File: src/rtl/mem_arb_pkg.sv
// Shared types for the memory arbiter: requester ids, arbitration state and read-return tags.
package mem_arb_pkg;

   localparam int DATA_W   = 8;
   localparam int STREAK_W = 4;

   typedef enum logic {
      REQ_CPU = 1'b0,
      REQ_DMA = 1'b1
   } req_id_e;

   typedef enum logic {
      PRIO_CPU  = 1'b0,
      FORCE_DMA = 1'b1
   } arb_state_e;

   typedef struct packed {
      logic    valid;
      req_id_e id;
   } tag_t;

   localparam tag_t TAG_NONE = '{valid: 1'b0, id: REQ_CPU};

   function automatic tag_t make_tag(input logic valid, input req_id_e id);
      tag_t t;
      t.valid = valid;
      t.id    = id;
      return t;
   endfunction

endpackage

File: src/rtl/mem_arbiter_if.sv
// Bundle of CPU, DMA and memory-side signals around the arbiter.
// slave is the arbiter's view; master is the view of the requesters and memory.
interface mem_arbiter_if #(
   parameter int ADDR_W = 15
) ();
   import mem_arb_pkg::*;

   logic              cpu_req;
   logic              cpu_we;
   logic [ADDR_W-1:0] cpu_addr;
   logic [DATA_W-1:0] cpu_wdata;
   logic              cpu_gnt;
   logic              cpu_rvalid;
   logic [DATA_W-1:0] cpu_rdata;

   logic              dma_req;
   logic              dma_we;
   logic [ADDR_W-1:0] dma_addr;
   logic [DATA_W-1:0] dma_wdata;
   logic              dma_gnt;
   logic              dma_rvalid;
   logic [DATA_W-1:0] dma_rdata;

   logic              mem_we;
   logic              mem_oe;
   logic [ADDR_W-1:0] mem_addr;
   logic [DATA_W-1:0] mem_wdata;
   logic [DATA_W-1:0] mem_rdata;

   logic              prot_err;

   modport slave (
      input  cpu_req, cpu_we, cpu_addr, cpu_wdata,
      output cpu_gnt, cpu_rvalid, cpu_rdata,
      input  dma_req, dma_we, dma_addr, dma_wdata,
      output dma_gnt, dma_rvalid, dma_rdata,
      output mem_we, mem_oe, mem_addr, mem_wdata,
      input  mem_rdata,
      output prot_err
   );

   modport master (
      output cpu_req, cpu_we, cpu_addr, cpu_wdata,
      input  cpu_gnt, cpu_rvalid, cpu_rdata,
      output dma_req, dma_we, dma_addr, dma_wdata,
      input  dma_gnt, dma_rvalid, dma_rdata,
      input  mem_we, mem_oe, mem_addr, mem_wdata,
      output mem_rdata,
      input  prot_err
   );

endinterface

File: src/rtl/mem_arb_tag_pipe.sv
// Shift register of read tags that follows each read from grant to data return.
// o_tap is the stage aligned with valid memory data; o_tag is the stage aligned with rvalid.
module mem_arb_tag_pipe
   import mem_arb_pkg::*;
#(
   parameter int DEPTH = 3
) (
   input  logic clk,
   input  logic reset,
   input  tag_t i_tag,
   output tag_t o_tap,
   output tag_t o_tag
);

   generate
      for (genvar gi = 0; gi < DEPTH; gi++) begin : g_stage
         tag_t r_q;
         tag_t w_d;

         if (gi == 0) begin : g_head
            assign w_d = i_tag;
         end else begin : g_link
            assign w_d = g_stage[gi-1].r_q;
         end

         always_ff @(posedge clk or posedge reset) begin
            if (reset) begin
               r_q <= TAG_NONE;
            end else begin
               r_q <= w_d;
            end
         end
      end
   endgenerate

   assign o_tap = g_stage[DEPTH-2].r_q;
   assign o_tag = g_stage[DEPTH-1].r_q;

endmodule

File: src/rtl/mem_arbiter.sv
// Arbitrates the shared program/data memory between the 6502 core and the DMA/video engine.
// Optional write protection above ROM_BASE is enabled by defining MEM_ARB_WRPROT_EN.
module mem_arbiter
   import mem_arb_pkg::*;
#(
   parameter int                ADDR_W         = 15,
   parameter int                READ_LATENCY   = 2,
   parameter int                MAX_CPU_STREAK = 4,
   parameter logic [ADDR_W-1:0] ROM_BASE       = 15'h6000
) (
   input  logic         clk,
   input  logic         reset,
   mem_arbiter_if.slave bus
);

   localparam logic [STREAK_W-1:0] STREAK_MAX = STREAK_W'(MAX_CPU_STREAK);

   arb_state_e          r_state;
   logic [STREAK_W-1:0] r_streak;
   logic [STREAK_W-1:0] w_streak_next;

   logic                w_cpu_gnt;
   logic                w_dma_gnt;
   logic                w_any_gnt;
   logic                w_sel_we;
   logic [ADDR_W-1:0]   w_sel_addr;
   logic [DATA_W-1:0]   w_sel_wdata;
   logic                w_wr_blocked;

   logic                r_mem_we;
   logic                r_mem_oe;
   logic [ADDR_W-1:0]   r_mem_addr;
   logic [DATA_W-1:0]   r_mem_wdata;

   tag_t                w_tag_in;
   tag_t                w_tag_tap;
   tag_t                w_tag_out;
   logic [DATA_W-1:0]   r_cpu_rdata;
   logic [DATA_W-1:0]   r_dma_rdata;

   // In FORCE_DMA the priority order simply flips for one cycle.
   always_comb begin
      w_cpu_gnt = 1'b0;
      w_dma_gnt = 1'b0;
      if (r_state == FORCE_DMA) begin
         w_dma_gnt = bus.dma_req;
         w_cpu_gnt = bus.cpu_req & ~bus.dma_req;
      end else begin
         w_cpu_gnt = bus.cpu_req;
         w_dma_gnt = bus.dma_req & ~bus.cpu_req;
      end
   end

   assign w_any_gnt   = w_cpu_gnt | w_dma_gnt;
   assign bus.cpu_gnt = w_cpu_gnt;
   assign bus.dma_gnt = w_dma_gnt;

   always_comb begin
      w_streak_next = r_streak;
      if (!bus.dma_req || w_dma_gnt) begin
         w_streak_next = '0;
      end else if (w_cpu_gnt && (r_streak != STREAK_MAX)) begin
         w_streak_next = r_streak + STREAK_W'(1);
      end
   end

   always_ff @(posedge clk or posedge reset) begin
      if (reset) begin
         r_state  <= PRIO_CPU;
         r_streak <= '0;
      end else begin
         r_streak <= w_streak_next;
         case (r_state)
            PRIO_CPU: begin
               if (bus.dma_req && (w_streak_next == STREAK_MAX)) begin
                  r_state <= FORCE_DMA;
               end
            end
            FORCE_DMA: r_state <= PRIO_CPU;
            default:   r_state <= PRIO_CPU;
         endcase
      end
   end

   assign w_sel_we    = w_dma_gnt ? bus.dma_we    : bus.cpu_we;
   assign w_sel_addr  = w_dma_gnt ? bus.dma_addr  : bus.cpu_addr;
   assign w_sel_wdata = w_dma_gnt ? bus.dma_wdata : bus.cpu_wdata;

`ifdef MEM_ARB_WRPROT_EN
   logic r_prot_err;

   // A protected write still consumes its slot; only the strobe is suppressed.
   assign w_wr_blocked = w_any_gnt && w_sel_we && (w_sel_addr >= ROM_BASE);

   always_ff @(posedge clk or posedge reset) begin
      if (reset) begin
         r_prot_err <= 1'b0;
      end else if (w_wr_blocked) begin
         r_prot_err <= 1'b1;
      end
   end

   assign bus.prot_err = r_prot_err;
`else
   logic [ADDR_W-1:0] w_unused_rom_base;

   assign w_unused_rom_base = ROM_BASE;
   assign w_wr_blocked      = 1'b0;
   assign bus.prot_err      = 1'b0;
`endif

   always_ff @(posedge clk or posedge reset) begin
      if (reset) begin
         r_mem_we    <= 1'b0;
         r_mem_oe    <= 1'b0;
         r_mem_addr  <= '0;
         r_mem_wdata <= '0;
      end else begin
         r_mem_we <= w_any_gnt && w_sel_we && !w_wr_blocked;
         r_mem_oe <= w_any_gnt && !w_sel_we;
         if (w_any_gnt) begin
            r_mem_addr  <= w_sel_addr;
            r_mem_wdata <= w_sel_wdata;
         end
      end
   end

   assign bus.mem_we    = r_mem_we;
   assign bus.mem_oe    = r_mem_oe;
   assign bus.mem_addr  = r_mem_addr;
   assign bus.mem_wdata = r_mem_wdata;

   assign w_tag_in = make_tag(w_any_gnt && !w_sel_we, w_dma_gnt ? REQ_DMA : REQ_CPU);

   mem_arb_tag_pipe #(
      .DEPTH (READ_LATENCY + 1)
   ) u_tag_pipe (
      .clk   (clk),
      .reset (reset),
      .i_tag (w_tag_in),
      .o_tap (w_tag_tap),
      .o_tag (w_tag_out)
   );

   // Only the owner of the returning read captures mem_rdata; the other side holds.
   always_ff @(posedge clk or posedge reset) begin
      if (reset) begin
         r_cpu_rdata <= '0;
         r_dma_rdata <= '0;
      end else if (w_tag_tap.valid) begin
         if (w_tag_tap.id == REQ_DMA) begin
            r_dma_rdata <= bus.mem_rdata;
         end else begin
            r_cpu_rdata <= bus.mem_rdata;
         end
      end
   end

   assign bus.cpu_rvalid = w_tag_out.valid && (w_tag_out.id == REQ_CPU);
   assign bus.dma_rvalid = w_tag_out.valid && (w_tag_out.id == REQ_DMA);
   assign bus.cpu_rdata  = r_cpu_rdata;
   assign bus.dma_rdata  = r_dma_rdata;

endmodule

File: src/flat_wrapper.sv
// flat-port wrapper written by rule: the top's interface ports become plain ports
module mem_arbiter_flat import mem_arb_pkg::*;
#(
   parameter int                ADDR_W         = 15,
   parameter int                READ_LATENCY   = 2,
   parameter int                MAX_CPU_STREAK = 4,
   parameter logic [ADDR_W-1:0] ROM_BASE       = 15'h6000
)
  (clk, reset, bus_cpu_req, bus_cpu_we, bus_cpu_addr, bus_cpu_wdata, bus_cpu_gnt, bus_cpu_rvalid, bus_cpu_rdata, bus_dma_req, bus_dma_we, bus_dma_addr, bus_dma_wdata, bus_dma_gnt, bus_dma_rvalid, bus_dma_rdata, bus_mem_we, bus_mem_oe, bus_mem_addr, bus_mem_wdata, bus_mem_rdata, bus_prot_err);
  mem_arbiter_if #(.ADDR_W(ADDR_W)) bus_i ();
  input  logic clk;
  input  logic reset;
  input wire logic [$bits(bus_i.cpu_req)-1:0] bus_cpu_req;
  input wire logic [$bits(bus_i.cpu_we)-1:0] bus_cpu_we;
  input wire logic [$bits(bus_i.cpu_addr)-1:0] bus_cpu_addr;
  input wire logic [$bits(bus_i.cpu_wdata)-1:0] bus_cpu_wdata;
  output wire logic [$bits(bus_i.cpu_gnt)-1:0] bus_cpu_gnt;
  output wire logic [$bits(bus_i.cpu_rvalid)-1:0] bus_cpu_rvalid;
  output wire logic [$bits(bus_i.cpu_rdata)-1:0] bus_cpu_rdata;
  input wire logic [$bits(bus_i.dma_req)-1:0] bus_dma_req;
  input wire logic [$bits(bus_i.dma_we)-1:0] bus_dma_we;
  input wire logic [$bits(bus_i.dma_addr)-1:0] bus_dma_addr;
  input wire logic [$bits(bus_i.dma_wdata)-1:0] bus_dma_wdata;
  output wire logic [$bits(bus_i.dma_gnt)-1:0] bus_dma_gnt;
  output wire logic [$bits(bus_i.dma_rvalid)-1:0] bus_dma_rvalid;
  output wire logic [$bits(bus_i.dma_rdata)-1:0] bus_dma_rdata;
  output wire logic [$bits(bus_i.mem_we)-1:0] bus_mem_we;
  output wire logic [$bits(bus_i.mem_oe)-1:0] bus_mem_oe;
  output wire logic [$bits(bus_i.mem_addr)-1:0] bus_mem_addr;
  output wire logic [$bits(bus_i.mem_wdata)-1:0] bus_mem_wdata;
  input wire logic [$bits(bus_i.mem_rdata)-1:0] bus_mem_rdata;
  output wire logic [$bits(bus_i.prot_err)-1:0] bus_prot_err;
  assign bus_i.cpu_req = bus_cpu_req;
  assign bus_i.cpu_we = bus_cpu_we;
  assign bus_i.cpu_addr = bus_cpu_addr;
  assign bus_i.cpu_wdata = bus_cpu_wdata;
  assign bus_cpu_gnt = bus_i.cpu_gnt;
  assign bus_cpu_rvalid = bus_i.cpu_rvalid;
  assign bus_cpu_rdata = bus_i.cpu_rdata;
  assign bus_i.dma_req = bus_dma_req;
  assign bus_i.dma_we = bus_dma_we;
  assign bus_i.dma_addr = bus_dma_addr;
  assign bus_i.dma_wdata = bus_dma_wdata;
  assign bus_dma_gnt = bus_i.dma_gnt;
  assign bus_dma_rvalid = bus_i.dma_rvalid;
  assign bus_dma_rdata = bus_i.dma_rdata;
  assign bus_mem_we = bus_i.mem_we;
  assign bus_mem_oe = bus_i.mem_oe;
  assign bus_mem_addr = bus_i.mem_addr;
  assign bus_mem_wdata = bus_i.mem_wdata;
  assign bus_i.mem_rdata = bus_mem_rdata;
  assign bus_prot_err = bus_i.prot_err;
  mem_arbiter #(.ADDR_W(ADDR_W), .READ_LATENCY(READ_LATENCY), .MAX_CPU_STREAK(MAX_CPU_STREAK), .ROM_BASE(ROM_BASE)) u_core (.clk(clk), .reset(reset), .bus(bus_i));
endmodule
File: config.mk
export PLATFORM = sky130hd
export DESIGN_NAME = mem_arbiter_flat
export DESIGN_NICKNAME = d
export VERILOG_FILES = /design/src/rtl/mem_arb_pkg.sv /design/src/rtl/mem_arbiter_if.sv /design/src/rtl/mem_arb_tag_pipe.sv /design/src/rtl/mem_arbiter.sv /design/src/flat_wrapper.sv
export SDC_FILE = /design/constraint.sdc
export NUM_CORES = 1
export LEC_CHECK = 0
export ABC_AREA = 1
export CAP_MARGIN = 25
export CORE_MARGIN = 2
export CORE_UTILIZATION = 30
export CTS_CLUSTER_SIZE = 10
export DETAILED_ROUTE_END_ITERATION = 12
export GPL_TIMING_DRIVEN = 0
export PLACE_DENSITY_LB_ADDON = 0.2
export SKIP_CTS_REPAIR_TIMING = 1
export SYNTH_ARGS = -nofsm -noshare
export SYNTH_HDL_FRONTEND = slang
export SYNTH_SLANG_ARGS = --single-unit
File: constraint.sdc
create_clock -name clk -period 2.2 [get_ports clk]
set_clock_uncertainty 0.1 [all_clocks]
set_input_delay 0.44 -clock clk [delete_from_list [all_inputs] [get_ports clk]]
set_output_delay 0.44 -clock clk [all_outputs]
set_load 0.02 [all_outputs]
==> summary.txt, run 1 <==
Clocking
  – Clock slew seen by the registers of the worst setup and hold paths: about 90 ps
  – Skew-Pair Late Insertion Delay: a little under 300 ps
  – H-tree lvl count: 2
  – CTS buffer count: 5
  – Root Buffer: clkbuf_8
  – TritonCTS clock tree: built
  – Clock sink count: 51
  – Clock Tree Buf Depth: 2

Global route
  – Initial antenna violation count: 0
  – Largest net degree at the start of global routing: 35
  – GR Overflow Total: 0
  – Gr usage total: about 14%
  – Vias in the first global route: 1,886
  – First-pass GRT wire length: between 8000 and 9000 um

Setup path
  – Required time of the critical path: ~1700 ps
  – Worst path cell trace: clkdlybuf4s50_1 -> inv_1 -> a21oi_4 -> clkbuf_2
  – CP Class: primary input to output pin
  – CP max stage delay: approximately 550 ps
  – R2r startpoint: u_core.r_state
  – Setup crit start: bus_cpu_req
  – CP Capture Type: output pin
  – Slowest cell on crit path: clkdlybuf4s50_1
  – Crit-path max FO: 7
  – CP Data Arrival Time: 1530 ps
  – Setup crit start kind: primary input

STA
  – Setup violators final: 0
  – RSZ-0062 raised after global routing: no
  – Min Tclk post-route: slightly above 2000 ps
  – Worst slew margin: 64.2%
  – Final TNS setup: 0 ps
  – Slew @ Worst Pin: between 500 and 600 ps
  – Hold Fails Final Rpt: 0
  – Final slew viol count: 0
  – Fin crit share: a little over nine tenths
  – Max Freq: 0.483 GHz

Final layout
  – Final Core Density: between 40% and 50%
  – Fraction of layout cells with a size suffix above 1: under 10%
  – Fin cells: between 400 and 500
  – N_diodes: 0
  – Layout filler cell count: between 600 and 700
  – Nets: 423
  – Area grow syn2layout: 59.2%

Synth
  – Avg Inst Size Synth: just under 9 um^2
  – Yosys reg bits: 51
  – Synth Instances: roughly 250
  – Register area share after synthesis: about three fifths
  – Yosys warns: 0
  – Yosys cell types: 20
  – Syn_nets: between 300 and 400
  – Cell Area, Synth: between 2000 and 2500 um^2

Place
  – # port buffers: between 100 and 150
  – GPL Wtd Cong: 0.777
  – Post-DP HPWL: approximately 4300 um
  – Placed cells: between 400 and 500

Pwr
  – Leak Pwr: roughly 1.6 nW
  – Total power: ~2.4 mW
  – PD cells: about 700 nW/um^2
  – Max IR drop VDD: ~0.41 mV

Worst hold path
  – Worst hold path class: flip-flop to flip-flop
  – Worst hold start: u_core.u_tag_pipe.g_stage[0].r_q[0]

Status
  – Status: complete, no violations

Die
  – Die ar.: approximately 8000 um^2
  – Initial Util: a little under a third
  – Die height: ~90 um
  – I/O pin cnt: 106
  – Core box area: around 7200 um^2
  – Rows: 31
  – Floorplan die width: 89.6 um

Drt
  – DRT iter0 DRCs: slightly above 80
  – Routed WL: about 5700 um
  – WL/cell: 12.4 um
  – # DRC: 0
  – Vias: ~2,000
  – Post-DRT Antenna Nets: 0
  – DRT Pass-1 Iters: 4
  – Vias per Instance: about 4.4

Flow run
  – Max-Cap Viols: 0
[logic make-up (layout without fill, tap and decap cells)]
group / after synthesis / after routing / share of synthesized area, %
AOI/OAI and AO/OA: 44 / 44 / 13.5
xor gates and xnor gates: 1 / 1 / 0.398
adders and majority gates: 2 / 2 / 1.14
buffers and inverters: 32 / 145 / 6.14
DFF: 51 / 51 / 58.0
other: 1 / 1 / 0.170
and+or+nand+nor: 117 / 117 / 20.6
[state kept, by name (all words and copies together), names as in the netlist]
signal	flops
u_core.bus.cpu_rdata	8
u_core.u_tag_pipe.o_tap	2
u_core.bus.mem_oe	1
u_core.bus.mem_wdata	8
u_core.bus.mem_we	1
u_core.u_tag_pipe.o_tag	2
u_core.bus.mem_addr	15
u_core.bus.dma_rdata	8
u_core.r_state	1
u_core.r_streak	4
u_core.u_tag_pipe.g_stage.r_q	1
[path summary, 6_finish.rpt]
check / endpoint / slack [ps] / cells after the start
max reg2reg: u_core.bus.mem_addr[5] / 700 / 4
max in group asynchronous: u_core.r_streak[0] / 1130 / 3
min reg2reg: u_core.u_tag_pipe.o_tap[0] / 250 / 0
min in group asynchronous: u_core.bus.mem_addr[9] / 360 / 2
max: bus_cpu_gnt / 130 / 4
min: u_core.u_tag_pipe.o_tap[0] / 250 / 0
[placed cells by master, fill, tap and decap left out, drive strengths merged]
cell type / Yosys / layout
o31ai: 23 / 23
xor2: 1 / 1
bufinv: 0 / 1
dfrtp: 51 / 51
clkbuf: 6 / 13
ha: 2 / 2
nand4: 1 / 1
dlymetal6s2s: 0 / 1
clkdlybuf4s50: 0 / 101
conb: 1 / 1
a21oi: 3 / 3
buf: 6 / 8
inv: 20 / 20
nor2: 53 / 53
nand3b: 1 / 1
o21ai: 18 / 18
clkinvlp: 0 / 1
nand2: 55 / 55
nand3: 7 / 7
[layer usage]
| metal | up-vias | GRT usage, % | part of all wire, % |
|---|---|---|---|
| li1 | 1019 | - | - |
| met1 | 935 | 19.0 | 45 |
| met2 | 66 | 22.5 | 46 |
| met3 | 2 | 4.39 | 8.3 |
| met4 | 0 | 2.85 | 0.37 |
| met5 | - | 0 | 0 |
[worst max-delay path, delay by kind of cell]
kind | cells | cell delay (ps)
buffers and inverters | 3 | 880
AO/OA/AOI/OAI | 1 | 210
[where the power goes]
part / switching [mW] / internal [mW]
sequential: 0.0618 / 1.05
clock: 0.292 / 0.333
combinational: 0.345 / 0.358
[stage by stage]
| stage | hold WS (ps) | setup WS (ps) | cell area, um^2 |
|---|---|---|---|
| 5_1_grt | 266 | 40.1 | 3500 |
| 3_3_place_gp | 232 | -639 | 3360 |
| 4_1_cts | 257 | -562 | 3490 |
| 3_5_place_dp | 236 | -561 | 3380 |
| 2_1_floorplan | 231 | 430 | 2200 |
| 6_report | 253 | 129 | 3500 |
[cell usage after synthesis]
| library cell | instances | area [um^2] |
|---|---|---|
| a21oi_1 | 2 | 10.0 |
| a21oi_2 | 1 | 8.76 |
| buf_2 | 3 | 15.0 |
| buf_4 | 3 | 22.5 |
| clkbuf_1 | 6 | 22.5 |
| conb_1 | 1 | 3.75 |
| dfrtp_1 | 51 | 1280 |
| ha_1 | 2 | 25.0 |
| inv_1 | 19 | 71.3 |
| inv_2 | 1 | 3.75 |
| nand2_1 | 55 | 206 |
| nand3_1 | 7 | 35.0 |
| nand3b_1 | 1 | 7.51 |
| nand4_1 | 1 | 6.26 |
| nor2_1 | 53 | 199 |
| o21ai_0 | 16 | 80.1 |
| o21ai_2 | 1 | 8.76 |
| o21ai_4 | 1 | 16.3 |
| o31ai_1 | 23 | 173 |
| xor2_1 | 1 | 8.76 |
[cell type report]
class | instances | area [um^2] | share of cell area (%)
Sequential cell | 51 | 1280 | 36.4
Timing Repair Buffer | 106 | 1060 | 30.3
Multi-Input combinational cell | 165 | 796 | 22.7
Tap cell | 99 | 124 | 3.54
Inverter | 20 | 75.1 | 2.14
Clock buffer | 5 | 68.8 | 1.96
Buffer | 12 | 63.8 | 1.82
Clock inverter | 2 | 37.5 | 1.07
Power figures use the tool's default switching activity.
==> inputs of run 2 (changes only) <==
CAP_MARGIN = 20   (was 25)
REMOVE_ABC_BUFFERS = 1   (was default)
==> run 2 against run 1 <==
  * Register-to-register slack got worse by 130 ps
  * Sequential power is essentially flat
  * Critical path depth unchanged
  * Largest power group unchanged
==> summary.txt, run 2 (synthesis results as in run 1) <==
Drt
  – Vias: 2,024 (was 2,022)
  – # DRC: 0 (unchanged)
  – Routed WL: 5730 um (was 5680 um)
  – Vias per Instance: 4.44 (was 4.40)
  – DRT iter0 DRCs: 52 (was 82)
  – Post-DRT Antenna Nets: 0 (unchanged)
  – WL/cell: 12.6 um (was 12.4 um)
  – DRT Pass-1 Iters: 4 (unchanged)

Status
  – Status: complete, no violations (unchanged)

Die
  – Die ar.: 8030 um^2 (unchanged)
  – Core box area: 7180 um^2 (unchanged)
  – Floorplan die width: 89.6 um (unchanged)
  – Rows: 31 (unchanged)
  – I/O pin cnt: 106 (unchanged)
  – Die height: 89.6 um (unchanged)
  – Initial Util: 30.7% (unchanged)

Clocking
  – Clock sink count: 51 (unchanged)
  – Root Buffer: clkbuf_8 (unchanged)
  – CTS buffer count: 5 (unchanged)
  – Clock Tree Buf Depth: 2 (unchanged)
  – TritonCTS clock tree: built (unchanged)
  – H-tree lvl count: 2 (unchanged)
  – Clock slew seen by the registers of the worst setup and hold paths: 90 ps (about the same)
  – Skew-Pair Late Insertion Delay: 300 ps (was 290 ps)

STA
  – Hold Fails Final Rpt: 0 (unchanged)
  – Min Tclk post-route: 1970 ps (was 2070 ps)
  – Max Freq: 0.508 GHz (was 0.483 GHz)
  – RSZ-0062 raised after global routing: no (unchanged)
  – Final TNS setup: 0 ps (unchanged)
  – Worst slew margin: 57.0% (was 64.2%)
  – Slew @ Worst Pin: 645 ps (was 537 ps)
  – Setup violators final: 0 (unchanged)
  – Final slew viol count: 0 (unchanged)
  – Fin crit share: 89.6% (was 94.1%)

Final layout
  – Commonest non-fill, non-tap cell in the layout: clkdlybuf4s50_1 (unchanged)
  – Number of flip-flops in the largest register: 15 (unchanged)
  – Area grow syn2layout: 60.0% (was 59.2%)
  – Final Core Density: 49.0% (was 48.8%)
  – Fraction of layout cells with a size suffix above 1: 6.72% (was 6.09%)
  – Commonest non-fill, non-tap cells in the layout: 100 x clkdlybuf4s50_1, 55 x nand2_1, 52 x nor2_1 (was 101 x clkdlybuf4s50_1, 55 x nand2_1, 53 x nor2_1)
  – N_diodes: 0 (unchanged)
  – Nets: 418 (was 423)

Setup path
  – Slowest cell on crit path: o21ai_4 (was clkdlybuf4s50_1)
  – Worst R2R Path Depth: 7 (was 4)
  – CP Class: primary input to output pin (unchanged)
  – CP Capture Type: output pin (unchanged)
  – Worst path cell trace: dlymetal6s2s_1 -> inv_2 -> o21ai_4 -> dlymetal6s2s_1 (was clkdlybuf4s50_1 -> inv_1 -> a21oi_4 -> clkbuf_2)
  – Crit-path max FO: 9 (was 7)
  – CP Data Arrival Time: 1430 ps (was 1530 ps)
  – Required time of the critical path: 1660 ps (about the same)
  – CP max stage delay: 310 ps (was 550 ps)
  – Setup crit start kind: primary input (unchanged)
  – Most used cell, CP: dlymetal6s2s_1

Worst hold path
  – Worst hold path class: flip-flop to flip-flop (unchanged)
  – Hold Crit Depth: 0 (unchanged)

Place
  – Post-DP HPWL: 3870 um (was 4330 um)
  – GPL Wtd Cong: 0.724 (was 0.777)
  – # port buffers: 104 (unchanged)

Global route
  – Gr usage total: 14.0% (was 14.1%)
  – Largest net degree at the start of global routing: 41 (was 35)
  – GR Overflow Total: 0 (unchanged)
  – Initial antenna violation count: 0 (unchanged)
  – Vias in the first global route: 1,910 (was 1,886)
  – First-pass GRT wire length: 8650 um (was 8810 um)

Pwr
  – PD cells: 671 nW/um^2 (was 698 nW/um^2)
  – Max IR drop VDD: 0.257 mV (was 0.408 mV)
  – Leak Pwr: 1.59 nW (was 1.57 nW)

Flow run
  – Max-Cap Viols: 0 (unchanged)
[run 2: changes by cell type in the layout (fill, tap and decap cells not counted), moves of 2 or more]
cell / delta
clkbuf_1: -6
dlymetal6s2s_1: +2
buf_4: +2
buf_2: -3
[run 2: area by class of cell]
type	count	area [um^2]
Multi-Input combinational cell	166	812
Clock inverter	3	20.0
Clock buffer	5	68.8
Tap cell	99	124
Inverter	20	75.1
Sequential cell	51	1280
Timing Repair Buffer	112	1140
Fill cell	704	3660
[run 2: routing by layer]
metal / share of wire (%) / global-route usage (%)
met5: 0 / 0
met3: 7.6 / 4.20
met1: 46 / 17.7
met2: 45 / 23.1
met4: 1.4 / 4.48
[run 2: power by group]
| part | total [mW] | leakage, nW | switching [mW] | internal [mW] |
|---|---|---|---|---|
| logic | 0.710 | 0.929 | 0.346 | 0.364 |
| registers | 1.12 | 0.622 | 0.0625 | 1.05 |
| clock network | 0.536 | 0.0402 | 0.314 | 0.222 |
| total | 2.36 | 1.59 | 0.722 | 1.64 |
[run 2: stage by stage]
stage	cell area, um^2	hold slack (ps)	worst slack, ps	total power, mW	cells
floorplan	2140	231	-177	1.44	236
global placement	3300	232	-1630	1.82	439
detailed placement	3360	235	-864	1.84	441
CTS	3450	258	-873	2.38	449
global route	3520	268	126	2.50	456
finish	3520	256	230	2.36	456
[run 2: path summary, 6_finish.rpt]
kind	endpoint	slack, ps	startpoint
max in group asynchronous	u_core.bus.mem_addr[0]	1210	reset
min in group asynchronous	u_core.bus.mem_addr[4]	290	reset
max	bus_dma_gnt	230	bus_dma_req
max reg2reg	u_core.r_state	570	u_core.r_state
min reg2reg	u_core.u_tag_pipe.o_tap[0]	260	u_core.u_tag_pipe.g_stage[0].r_q[0]
min	u_core.u_tag_pipe.o_tap[0]	260	u_core.u_tag_pipe.g_stage[0].r_q[0]
[run 2: critical path: cells and delay by family]
family                 cells  cell delay [ps]
AOI/OAI and AO/OA          1              310
buffers and inverters      3              670
==> inputs of run 3 (changes only) <==
CORE_UTILIZATION = 25   (was 30)
==> run 3 against run 2 <==
  * Combinational power about the same
  * Sequential power is essentially flat
  * Largest power group unchanged
  * Critical endpoint unchanged
  * Critical path type unchanged
  * Global-route usage fell by 2.0 points
  * Total power rose by 1.5%
  * First-iteration DRC count is 12% lower
  * Worst setup slack gained 6.0 ps
==> summary.txt, run 3 (synthesis results as in run 1) <==
Setup path
  – CP max stage delay: 310 ps (about the same)
  – Slowest cell on crit path: o21ai_4 (unchanged)
  – CP Capture Type: output pin (unchanged)
  – CP Class: primary input to output pin (unchanged)
  – Crit-path max FO: 8 (was 9)
  – Worst path cell trace: dlymetal6s2s_1 -> inv_2 -> o21ai_4 -> dlymetal6s2s_1 (unchanged)
  – Required time of the critical path: 1660 ps (about the same)
  – Worst R2R Path Depth: 4 (was 7)
  – Setup crit start kind: primary input (unchanged)
  – CP Data Arrival Time: 1420 ps (was 1430 ps)
  – Most used cell, CP: dlymetal6s2s_1 (unchanged)
  – R2r startpoint: u_core.r_state (unchanged)
  – R2R Setup Slk: 620 ps (was 570 ps)
  – Critical register-to-register path endpoint: u_core.bus.mem_wdata[5] (was u_core.r_state)

Pwr
  – Sequential Power Share: 46.6% (was 47.3%)
  – Net switching power: 0.745 mW (was 0.722 mW)
  – Clock group share of total power: 23.9% (was 22.7%)
  – Sw Share: 31.1% (was 30.6%)
  – PD cells: 680 nW/um^2 (was 671 nW/um^2)
  – Max IR drop VDD: 0.255 mV (was 0.257 mV)
  – Leak Pwr: 1.59 nW (about the same)
  – Comb pwr share: 29.5% (was 30.0%)
  – Int Pwr: 1.65 mW (was 1.64 mW)

Global route
  – First-pass GRT wire length: 9280 um (was 8650 um)
  – Gr usage total: 12.0% (was 14.0%)
  – Largest net degree at the start of global routing: 33 (was 41)
  – Vias in the first global route: 1,964 (was 1,910)
  – GR Overflow Total: 0 (unchanged)
  – Initial antenna violation count: 0 (unchanged)

Die
  – Rows: 34 (was 31)
  – I/O pin cnt: 106 (unchanged)
  – Core box area: 8640 um^2 (was 7180 um^2)
  – Initial Util: 25.5% (was 30.7%)
  – Floorplan die width: 97.8 um (was 89.6 um)
  – Die height: 97.8 um (was 89.6 um)
  – Die ar.: 9560 um^2 (was 8030 um^2)

Final layout
  – Final Core Density: 40.8% (was 49.0%)
  – Nets: 416 (was 418)
  – Layout filler cell count: 877 (was 704)
  – N_diodes: 0 (unchanged)
  – Number of flip-flops in the largest register: 15 (unchanged)
  – Area grow syn2layout: 60.2% (was 60.0%)
  – Commonest non-fill, non-tap cell in the layout: clkdlybuf4s50_1 (unchanged)
  – Fraction of layout cells with a size suffix above 1: 6.20% (was 6.72%)
  – Commonest non-fill, non-tap cells in the layout: 100 x clkdlybuf4s50_1, 55 x nand2_1, 52 x nor2_1 (unchanged)

Drt
  – Post-DRT Antenna Nets: 0 (unchanged)
  – Met3 wire len: 395 um (was 434 um)
  – Vias: 2,020 (was 2,024)
  – # DRC: 0 (unchanged)
  – Routed WL: 6000 um (was 5730 um)
  – WL met1: 2760 um (was 2630 um)
  – Vias per Instance: 4.36 (was 4.44)
  – Met2 WL: 2800 um (was 2590 um)
  – DRT iter0 DRCs: 46 (was 52)
  – WL/cell: 13.0 um (was 12.6 um)
  – DR top layer: met4 (unchanged)
  – DRT Pass-1 Iters: 4 (unchanged)

STA
  – Max Freq: 0.509 GHz (was 0.508 GHz)
  – Setup violators final: 0 (unchanged)
  – RSZ-0062 raised after global routing: no (unchanged)
  – Hold Fails Final Rpt: 0 (unchanged)
  – Fin crit share: 89.3% (was 89.6%)
  – Final worst slack: 236 ps (was 230 ps)
  – Worst slew margin: 51.8% (was 57.0%)
  – Min Tclk post-route: 1960 ps (was 1970 ps)
  – Final slew viol count: 0 (unchanged)
  – Slew @ Worst Pin: 722 ps (was 645 ps)
  – Final TNS setup: 0 ps (unchanged)

Place
  – Pre-CTS setup slack: -907 ps (was -864 ps)
  – Post-DP HPWL: 4250 um (was 3870 um)
  – GPL Wtd Cong: 0.686 (was 0.724)
  – # port buffers: 104 (unchanged)

Clocking
  – Root Buffer: clkbuf_8 (unchanged)
  – Clock sink count: 51 (unchanged)
  – Clock Tree Buf Depth: 2 (unchanged)
  – H-tree lvl count: 2 (unchanged)
  – Skew-Pair Late Insertion Delay: 300 ps (about the same)
  – CTS buffer count: 5 (unchanged)
  – Clock slew seen by the registers of the worst setup and hold paths: 100 ps (was 90 ps)
  – TritonCTS clock tree: built (unchanged)

Worst hold path
  – Worst Hold Endpoint: u_core.u_tag_pipe.o_tap[0] (unchanged)
  – Hold Crit Depth: 0 (unchanged)
  – Worst hold path class: flip-flop to flip-flop (unchanged)
  – Worst hold start: u_core.u_tag_pipe.g_stage[0].r_q[0] (unchanged)

Flow run
  – Max-Cap Viols: 0 (unchanged)

Status
  – Status: complete, no violations (unchanged)
==> run 3: layout make-up <==
class                      count  area (um^2)  share of cell area (%)
timing repair buffer         110         1130                    32.0
clock inverter                 3         28.8                   0.816
sequential                    51         1280                    36.2
tap                          108          135                    3.83
multi-input combinational    166          812                    23.0
inverter                      20         75.1                    2.13
clock buffer                   5         68.8                    1.95
==> run 3: power groups by stage <==
stage          logic (mW)  clock network, mW  registers (mW)
2_1_floorplan       0.170                  0            1.27
3_3_place_gp        0.692                  0            1.13
3_5_place_dp        0.709                  0            1.13
4_1_cts             0.711              0.603            1.12
5_1_grt             0.769              0.643            1.13
6_report            0.708              0.572            1.12
==> run 3: worst max path at each step <==
stage,start,endpoint,cells after the start
6_report,bus_dma_req,bus_dma_gnt,4
5_1_grt,bus_dma_req,bus_dma_gnt,4
4_1_cts,bus_dma_req,bus_dma_gnt,4
3_5_place_dp,bus_dma_req,bus_dma_gnt,4
3_3_place_gp,bus_dma_req,u_core.bus.mem_addr[12],3
2_1_floorplan,bus_dma_req,u_core.bus.mem_addr[0],2
==> run 3: worst max-delay path, delay by kind of cell <==
kind                   cells  cell delay, ps
AO/OA/AOI/OAI              1             310
buffers and inverters      3             660
==> run 3: per-stage QoR <==
stage	hold slack, ps	cell area [um^2]	instances	power, mW
2_1_floorplan	231	2140	236	1.44
3_3_place_gp	232	3320	448	1.82
3_5_place_dp	251	3390	451	1.84
4_1_cts	275	3480	459	2.43
5_1_grt	290	3520	463	2.55
6_report	268	3520	463	2.40
==> run 3: metal layers <==
layer | up-vias | GRT usage [%]
met2 | 79 | 20.1
met4 | 0 | 2.88
met1 | 923 | 15.3
met3 | 5 | 3.58
met5 | - | 0
li1 | 1013 | -
